## src/rtl/xgri_mc_pkg.sv

```systemverilog
// xgri_mc_pkg: register field encodings and status/control bit positions for xgri_mc
package xgri_mc_pkg;
  localparam logic [1:0] FLD_STATUS = 2'd0;
  localparam logic [1:0] FLD_ADDR = 2'd1;
  localparam logic [1:0] FLD_DATA = 2'd2;
  localparam logic [1:0] FLD_STRIDE = 2'd3;
  localparam int ST_EMPTY = 0;
  localparam int ST_FULL = 1;
  localparam int ST_OVF = 2;
  localparam int ST_RUNS = 4;
  localparam int ST_LEVEL = 8;
  localparam int CTL_FLUSH = 15;
endpackage

```

## src/rtl/xgri_mc_fifo.sv

```systemverilog
// xgri_mc_fifo: first-word fall-through FIFO with flush; level port exists only with XGRI_MC_LEVEL_EN
module xgri_mc_fifo #(
  parameter int W = 16,
  parameter int DEPTH = 16
) (
  input  logic         clk_sys,
  input  logic         rst,
  input  logic         push,
  input  logic         pop,
  input  logic         flush,
  input  logic [W-1:0] din,
  output logic [W-1:0] dout,
  output logic         full,
  output logic         empty
`ifdef XGRI_MC_LEVEL_EN
  ,
  output logic [$clog2(DEPTH):0] level
`endif
);
  localparam int AB = $clog2(DEPTH);
  logic [W-1:0] mem [DEPTH];
  logic [AB:0] wp_q, wp_d, rp_q, rp_d;
  logic pop_ok, push_ok;
  // pointers carry one wrap bit so full and empty need no separate counter
  always_comb begin
    empty = wp_q == rp_q;
    full = (wp_q ^ rp_q) == {1'b1, {AB{1'b0}}};
    pop_ok = pop & ~empty;
    push_ok = push & ~flush & (~full | pop_ok);
    wp_d = flush ? '0 : wp_q + {{AB{1'b0}}, push_ok};
    rp_d = flush ? '0 : rp_q + {{AB{1'b0}}, pop_ok};
    dout = empty ? '0 : mem[rp_q[AB-1:0]];
  end
`ifdef XGRI_MC_LEVEL_EN
  assign level = wp_q - rp_q;
`endif
  always_ff @(posedge clk_sys or posedge rst)
    if (rst) begin
      wp_q <= '0;
      rp_q <= '0;
    end else begin
      wp_q <= wp_d;
      rp_q <= rp_d;
    end
  always_ff @(posedge clk_sys)
    if (push_ok) mem[wp_q[AB-1:0]] <= din;
endmodule

```

## src/rtl/xgri_mc.sv

```systemverilog
// xgri_mc: CH-channel CPU-to-XGMM write interface with FIFOs, auto-stepping addresses and flush.
// Build option XGRI_MC_LEVEL_EN reports FIFO occupancy in status[15:8].
module xgri_mc
  import xgri_mc_pkg::*;
#(
  parameter int CH = 2,
  parameter int AW = 13,
  parameter int DEPTH = 16,
  parameter int RUNS_DEF = 4,
  parameter int STRIDE_DEF = 1
) (
  input  logic             clk_sys,
  input  logic             rst,
  input  logic             ri_en,
  input  logic             ri_wren,
  input  logic             ri_ren,
  input  logic [3:0]       ri_addr,
  input  logic [15:0]      from_cpu,
  output logic [15:0]      to_cpu,
  output logic [CH-1:0]    ch_full,
  output logic [CH-1:0]    ch_empty,
  input  logic [CH-1:0]    ch_pop,
  output logic [16*CH-1:0] ch_data,
  output logic [AW*CH-1:0] ch_addr
);
  logic wr, rd;
  logic [1:0] sel, fld;
  logic [3:0][15:0] rd_word;
  logic [15:0] to_cpu_q, to_cpu_d;
  assign wr = ri_en & ri_wren;
  assign rd = ri_en & ri_ren;
  assign sel = ri_addr[3:2];
  assign fld = ri_addr[1:0];
  for (genvar c = 0; c < 4; c++) begin : g_ch
    if (c < CH) begin : g_on
      logic hit, flush, push, run_end, step, clr, full, empty;
      logic [AW-1:0] addr_q, addr_d, stride_q, stride_d;
      logic [3:0] runs_q, runs_d, cnt_q, cnt_d;
      logic ovf_q, ovf_d, prev_q, prev_d;
      logic [15:0] head, status;
      logic [7:0] lvl8;
`ifdef XGRI_MC_LEVEL_EN
      logic [$clog2(DEPTH):0] level;
      logic [8:0] lvl9;
      assign lvl9 = 9'(level);
      assign lvl8 = lvl9[8] ? 8'hff : lvl9[7:0];
`else
      assign lvl8 = '0;
`endif
      xgri_mc_fifo #(.W(16), .DEPTH(DEPTH)) u_fifo (
        .clk_sys(clk_sys),
        .rst(rst),
        .push(push),
        .pop(ch_pop[c]),
        .flush(flush),
        .din(from_cpu),
        .dout(head),
        .full(full),
        .empty(empty)
`ifdef XGRI_MC_LEVEL_EN
        ,
        .level(level)
`endif
      );
      // step decision uses the counter before any empty-clear in the same cycle
      always_comb begin
        hit = sel == 2'(c);
        flush = wr & hit & (fld == FLD_STATUS) & from_cpu[CTL_FLUSH];
        push = wr & hit & (fld == FLD_DATA);
        clr = rd & hit & (fld == FLD_STATUS);
        run_end = prev_q & ~ch_pop[c];
        step = run_end & (cnt_q == runs_q);
        prev_d = ch_pop[c];
        cnt_d = (flush | empty) ? '0 : run_end ? (step ? '0 : cnt_q + 4'd1) : cnt_q;
        addr_d = (wr & hit & (fld == FLD_ADDR)) ? from_cpu[AW-1:0] : step ? addr_q + stride_q : addr_q;
        stride_d = (wr & hit & (fld == FLD_STRIDE)) ? from_cpu[AW-1:0] : stride_q;
        runs_d = (wr & hit & (fld == FLD_STATUS)) ? from_cpu[3:0] : runs_q;
        ovf_d = flush ? 1'b0 : (push & full & ~ch_pop[c]) ? 1'b1 : clr ? 1'b0 : ovf_q;
        status = '0;
        status[ST_EMPTY] = empty;
        status[ST_FULL] = full;
        status[ST_OVF] = ovf_q;
        status[ST_RUNS +: 4] = runs_q;
        status[ST_LEVEL +: 8] = lvl8;
      end
      assign rd_word[c] = fld == FLD_STATUS ? status :
                          fld == FLD_ADDR   ? 16'(addr_q) :
                          fld == FLD_STRIDE ? 16'(stride_q) : 16'h0;
      assign ch_full[c] = full;
      assign ch_empty[c] = empty;
      assign ch_data[16*c +: 16] = head;
      assign ch_addr[AW*c +: AW] = addr_q;
      always_ff @(posedge clk_sys or posedge rst)
        if (rst) begin
          addr_q <= '0;
          stride_q <= AW'(STRIDE_DEF);
          runs_q <= 4'(RUNS_DEF - 1);
          cnt_q <= '0;
          ovf_q <= 1'b0;
          prev_q <= 1'b0;
        end else begin
          addr_q <= addr_d;
          stride_q <= stride_d;
          runs_q <= runs_d;
          cnt_q <= cnt_d;
          ovf_q <= ovf_d;
          prev_q <= prev_d;
        end
    end else begin : g_off
      assign rd_word[c] = 16'h0;
    end
  end
  assign to_cpu_d = ri_en ? (ri_ren ? rd_word[sel] : 16'h0) : to_cpu_q;
  assign to_cpu = to_cpu_q;
  always_ff @(posedge clk_sys or posedge rst)
    if (rst) to_cpu_q <= '0;
    else to_cpu_q <= to_cpu_d;
endmodule

```

## config.mk

```make
export PLATFORM = sky130hd
export DESIGN_NAME = xgri_mc
export DESIGN_NICKNAME = d
export VERILOG_FILES = /design/src/rtl/xgri_mc_pkg.sv /design/src/rtl/xgri_mc_fifo.sv /design/src/rtl/xgri_mc.sv
export SDC_FILE = /design/constraint.sdc
export NUM_CORES = 1
export LEC_CHECK = 0
export BUFFER_PORTS_ARGS = -buffer_cell sky130_fd_sc_hd__clkbuf_2
export CORE_MARGIN = 2
export CORE_UTILIZATION = 45
export CTS_CLUSTER_DIAMETER = 200
export CTS_CLUSTER_SIZE = 30
export DETAILED_ROUTE_END_ITERATION = 7
export PLACE_DENSITY = 0.64
export SLEW_MARGIN = 0
export SYNTH_ARGS = -nofsm -noshare
export SYNTH_HDL_FRONTEND = slang
export SYNTH_SLANG_ARGS = --single-unit
```

## constraint.sdc

```tcl
create_clock -name clk_sys -period 3.45 [get_ports clk_sys]
set_input_delay 0.69 -clock clk_sys [delete_from_list [all_inputs] [get_ports clk_sys]]
set_output_delay 0.69 -clock clk_sys [all_outputs]
set_load 0.02 [all_outputs]
```

Yosys cells after proc, flatten, opt, wreduce, memory -nomap -nowiden
Memories as Yosys holds them, arrays and structs flattened.
Cells that the tools add are included.
Widths: inputs -> output; s select.
{ "op_classes": {"n_addsub": 8, "magnitude_cmp": 1, "eq_ne": 10, "muxes": 35, "n_bitwise": 46, "n_reduce_logical": 8} }
{ "ops": {"columns": ["operator", "count"], "rows": [
  ["$mux 13", 10],
  ["$mux 16", 4],
  ["$and 1x1->1", 32],
  ["$bmux 16 s2", 1],
  ["$add 13x13->13", 2],
  ["$mux 4", 6],
  ["$add 5x1->5", 4],
  ["$mux 5", 4],
  ["$eq 5x5->1", 2],
  ["$eq 5x5->1 const B", 2],
  ["$mux 1", 10],
  ["$xor 5x5->5", 2],
  ["$add 4x1->4 const B", 2],
  ["$eq 4x4->1", 2],
  ["$not 1->1", 8],
  ["$reduce_bool 2->1", 4],
  ["$reduce_bool 3->1", 2],
  ["$eq 2x1->1 const B", 2],
  ["$eq 2x2->1 const B", 2],
  ["$logic_not 2->1", 2],
  ["$or 1x1->1", 4],
  ["$lt 2x3->1 const B", 1]
]} }
{ "word_totals": {"reg_bits": 108, "ramBits": 512, "in_bits": 27, "output_inout_bits": 78, "elab_cells": 127, "mem_count": 2} }
{ "mem_list": {"columns": ["name", "words", "word_bits", "rd", "rd_ports_with_merged_regs", "wr", "line_no", "rtl"], "rows": [
  ["g_ch[0].g_on.u_fifo.mem", 16, 16, 1, 0, 1, "xgri_mc_fifo.sv:21", "logic [W-1:0] mem [DEPTH];"],
  ["g_ch[1].g_on.u_fifo.mem", 16, 16, 1, 0, 1, "xgri_mc_fifo.sv:21", null]
]} }

Longest topological paths before layout
{ "depth": {"ltp_word": 9, "depth_mapped": 11} }

By module
Synthesis repeated with hierarchy kept, for this count alone.
{ "hier_totals": {"hier_cells": 1507, "hier_area_um2": 25994.9} }
{ "modules_own_cells": {"columns": ["mod", "n_inst", "cells_each", "area_each_um2"], "rows": [
  ["xgri_mc_fifo", 2, 473, 10301.1],
  ["xgri_mc", 1, 561, 5392.7]
]} }

Worst setup path after synthesis
OpenSTA, ideal clock, no wires.
{ "synth_timing": {"path_type": "input-to-reg", "startpoint": "in ri_en", "endpoint": "mem g_ch[1].g_on.u_fifo.mem[0][0] (enable)", "setup_ns": 0.409, "t_arrival_ns": 2.891, "setup_slack_ns": 0.150, "cell_stages": 5, "path_cell_list": "buf_2 -> nor3b_4 -> nand3_1 -> or4_4 -> nor3_1"} }
{ "synth_via": {"elab_chain_len": 9, "elab_cells_between_ends": 10, "classes_between": "mux: 2; bitwise: 8"} }
{ "synth_rtl": {"columns": ["element", "line_no", "rtl"], "rows": [
  ["start, declared", "xgri_mc.sv:14", "input logic ri_en,"],
  ["$and 1x1->1 *", "xgri_mc.sv:30", "assign wr = ri_en & ri_wren;"],
  ["$and 1x1->1 *", "xgri_mc.sv:68, xgri_mc.sv:69", null],
  ["$and 1x1->1 (2 in series)", "xgri_mc.sv:68", "flush = wr & hit & (fld == FLD_STATUS) & from_cpu[CTL_FLUSH];"],
  ["$not 1->1", "xgri_mc_fifo.sv:29", "push_ok = push & ~flush & (~full | pop_ok);"],
  ["$and 1x1->1 * (2 in series)", "xgri_mc_fifo.sv:29", null],
  ["$mux 1 *", "xgri_mc_fifo.sv:46", "if (push_ok) mem[wp_q[AB-1:0]] <= din;"],
  ["$mux 1 (not written as such) *", "xgri_mc_fifo.sv:46", null],
  ["end, declared", "xgri_mc_fifo.sv:21", null]
]} }
Every way passes the cells marked *; elsewhere a longest branch is shown, timed or not.

Worst setup path after layout
{ "layout_timing": {"startpoint": "reg g_ch[1].g_on.u_fifo.rp_q[0]", "endpoint": "out ch_data[24]"} }
{ "layout_via": {"elab_chain_len": 2, "elab_cells_between_ends": 3, "classes_between": "eq/ne: 1; mux: 1; memory: 1"} }
{ "layout_rtl": {"columns": ["element", "line_no", "rtl"], "rows": [
  ["start, declared", "xgri_mc_fifo.sv:22", "logic [AB:0] wp_q, wp_d, rp_q, rp_d;"],
  ["start signal, assigned", "xgri_mc_fifo.sv:43", "rp_q <= rp_d;"],
  ["$mem_v2 16x16 / $eq 5x5->1 (equally long branches)", null, null],
  ["$mux 16 *", "xgri_mc_fifo.sv:32", "dout = empty ? '0 : mem[rp_q[AB-1:0]];"],
  ["end, declared", "xgri_mc.sv:23", "output logic [16*CH-1:0] ch_data,"]
]} }
Marked as above.

==> key figures <==
Outcome
  – Status: complete, no violations

Die
  – # rows: a little under 90
  – Die Span Y: 245 um
  – Die W: about 240 um
  – Die area: ~0.06 mm^2
  – IO Count: ~110
  – Starting Density: 0.454
  – Core ar.: about 0.057 mm^2

Final layout
  – Post-route cell area: around 0.029 mm^2
  – Commonest cells after routing, fill and taps aside: edfxtp_1, mux4_2, clkbuf_2
  – Syn-to-layout area delta: 9.95%
  – Final net count: roughly 1700
  – Commonest non-fill, non-tap cell in the layout: edfxtp_1
  – Fin util: 0.499
  – Layout cells sized above 1: 0.259

Power and ir drop
  – Pleak: approximately 9.8 nW
  – Pwr dens: just over 700 mW/mm^2
  – IR drop worst, VDD: between 0.6 and 0.7 mV

Clock network
  – Clock Sink Count: slightly above 600
  – Clock-pin slew on the worst setup and hold paths: about 0.12 ns
  – TritonCTS clock tree: built
  – Clock latency on the worst-skew pair: 0.60 ns
  – H-tree depth: 1
  – Hold_buf cts: 0
  – Max Buffers Root-to-Sink: 3
  – CTS Buf Count: 24
  – Root Driver: clkbuf_16

Synthesis
  – Count of cell types in the netlist: 60
  – Syn_area_per_cell: ~18 um^2
  – Post-synthesis register bit count: 617
  – Async set or reset register ratio after synthesis: 0.170
  – Cell area after synthesis: 0.0261 mm^2
  – Seq/Total Area, Yosys: 0.691
  – Post-synth EDFFs: just over 500
  – Syn Inst Count: 1486
  – Synth Warn #: 0
  – Main synth FF type: edfxtp_1

Global routing
  – Tot GR Track Use: 0.194
  – Pin count of the biggest net entering global routing: 54
  – Initial antenna violation count: 2
  – Number of global-route vias before repair: 14100
  – First-pass GRT wire length: 87800 um
  – Global route overflow: 0

Critical path
  – WP data required: ~2.8 ns
  – Type of origin of the critical path: register
  – Crit Path Category: reg -> out
  – CP max stage cell: mux4_2
  – Setup crit end: ch_data[24]
  – CP Launch Point: g_ch[1].g_on.u_fifo.rp_q[0]
  – Reg2reg start: g_ch[0].g_on.u_fifo.rp_q[3]
  – R2R Setup Slk: a little over 0.7 ns
  – FF-to-FF End: g_ch[0].g_on.u_fifo.mem[0][12]
  – Crit path arrival time: approximately 2.7 ns
  – Largest stage delay, worst path: approximately 0.51 ns
  – CP Max Fanout: 19
  – Worst path cell trace: buf_12, buf_4, mux4_2, mux2i_1, a211oi_1, clkbuf_2
  – Critical path depth: 6
  – Buf+Inv Stages, Crit Path: 3
  – CP Capture Type: primary output
  – Top delay family on crit path: multiplexers
  – Reg2reg path depth: 8

STA
  – Period utilization: 0.973
  – Worst hold slack: 0.161 ns
  – Min Tclk post-route: roughly 3.4 ns
  – Fin Setup TNS: 0 ns
  – Slew HR: 0.283
  – Setup Viol. Count Final: 0
  – Setup ws final: approximately 0.095 ns
  – Slew Limit Fails: 0
  – Final hold vios: 0
  – RSZ-0062 raised after global routing: false
  – Worst-Margin Slew: between 1 and 1.5 ns
  – Worst Skew: between 0.03 and 0.04 ns
  – Fmax: between 200 and 300 MHz

Detailed routing
  – DRC Markers: 0
  – Vias: 13800
  – Routed WL per cell: about 24 um
  – Initial drt markers: approximately 1200
  – Vias/cell: 5.75
  – Total Wirelength: a little under 60000 um
  – Post-route ant nets: 0
  – First-pass iteration count of the detailed router: 5

Place
  – DP Worst Slack: between 0.3 and 0.4 ns
  – # port buffers: between 100 and 150
  – RePlAce Congestion: between 0.8 and 0.9
  – Placed instance area: about 0.028 mm^2
  – Dpl hpwl: ~36000 um

Flow run
  – Max-Cap Viols: 0

Hold path
  – Worst min-delay path class: in -> async
-- sequential cells by signal (all words and copies together) (netlist names) --
name,flops
g_ch.g_on.addr_q,26
g_ch.g_on.cnt_q,8
g_ch.g_on.u_fifo.mem,512
to_cpu,13
g_ch.g_on.u_fifo.wp_q,10
g_ch.g_on.u_fifo.rp_q,10
g_ch.g_on.stride_q,26
g_ch.g_on.prev_q,2
g_ch.g_on.ovf_q,2
g_ch.g_on.runs_q,8
-- repair_timing --
action                     4_1_cts  5_1_grt
setup buffers                    7        4
setup endpoints to repair       27       17
cloned                           0        1
resized for setup                1        7
-- report_power, final --
group / total, mW / internal (mW) / switching (mW)
Combinational: 7.65 / 3.48 / 4.17
Sequential: 9.01 / 8.45 / 0.555
Clock: 3.55 / 1.40 / 2.15
-- synthesized netlist by cell type, drive strengths merged (3+ instances only) --
library cell	count	area, um^2
a211oi	66	495
a21o	10	75.1
a21oi	29	145
a221oi	10	87.6
a2bb2oi	3	26.3
a311oi	4	35.0
a31oi	5	31.3
and3	4	25.0
buf	54	347
clkbuf	34	128
dfrtp	99	2480
dfstp	6	158
edfxtp	512	15400
ha	34	425
inv	24	90.1
mux2	47	529
mux2i	58	581
mux4	128	2880
nand2	41	156
nand2b	12	82.6
nand3	15	75.1
nand3b	7	52.6
nand4	8	50.1
nor2	68	255
nor2b	45	282
nor3	24	141
nor4	5	31.3
o21ai	32	160
o22a	6	52.6
o22ai	9	56.3
o32ai	5	43.8
or3	4	25.0
or4	4	33.8
xnor2	33	289
xor2	20	175
-- worst register-to-register path: cells and delay by family (launching register included) --
kind	cells	cell delay [ns]
XOR/XNOR	1	0.19
flip-flops	1	0.64
buffers and inverters	1	0.30
AND/OR/NAND/NOR	6	1.30
-- per-stage QoR --
stage	std cells	total power, mW
2_1_floorplan	1488	14.4
3_3_place_gp	2343	16.6
3_5_place_dp	2343	16.7
4_1_cts	2394	20.3
5_1_grt	2399	21.3
6_report	2400	20.2
-- worst min-delay path by stage --
stage	start	to	cells after the start
final	rst	g_ch[0].g_on.stride_q[9]	2
after global routing	rst	g_ch[0].g_on.stride_q[7]	2
after CTS	rst	g_ch[0].g_on.stride_q[7]	2
after detailed placement	g_ch[1].g_on.stride_q[6]	g_ch[1].g_on.stride_q[6]	1
after global placement	g_ch[1].g_on.stride_q[6]	g_ch[1].g_on.stride_q[6]	1
after floorplan	g_ch[0].g_on.stride_q[5]	g_ch[0].g_on.stride_q[5]	1
-- area by class of cell --
type	instances	area, um^2
Clock buffer	43	693
Antenna cell	1	2.50
Clock inverter	1	16.3
Tap cell	765	957
Timing Repair Buffer	190	1290
Sequential cell	617	18000
Multi-Input combinational cell	759	7590
Fill cell	4762	28800
Inverter	24	92.6
-- metal layers --
metal | track usage | vias up | routed length, um
met3 | 0.0196 | 58 | 2360
met5 | 0 | - | 11
li1 | - | 6137 | -
met2 | 0.325 | 295 | 28800
met1 | 0.276 | 7315 | 25400
met4 | 0.0421 | 2 | 1110
-- kinds of logic after synthesis --
| logic type | share of synthesized area |
|---|---|
| muxes | 0.153 |
| buffers and inverters | 0.0216 |
| xor gates and xnor gates | 0.0178 |
| adders and majority gates | 0.0179 |
| AOI/OAI and AO/OA | 0.0505 |
| DFF | 0.691 |
| and+or+nand+nor | 0.0482 |
| other | 0.000144 |
Power figures use the tool's default switching activity.
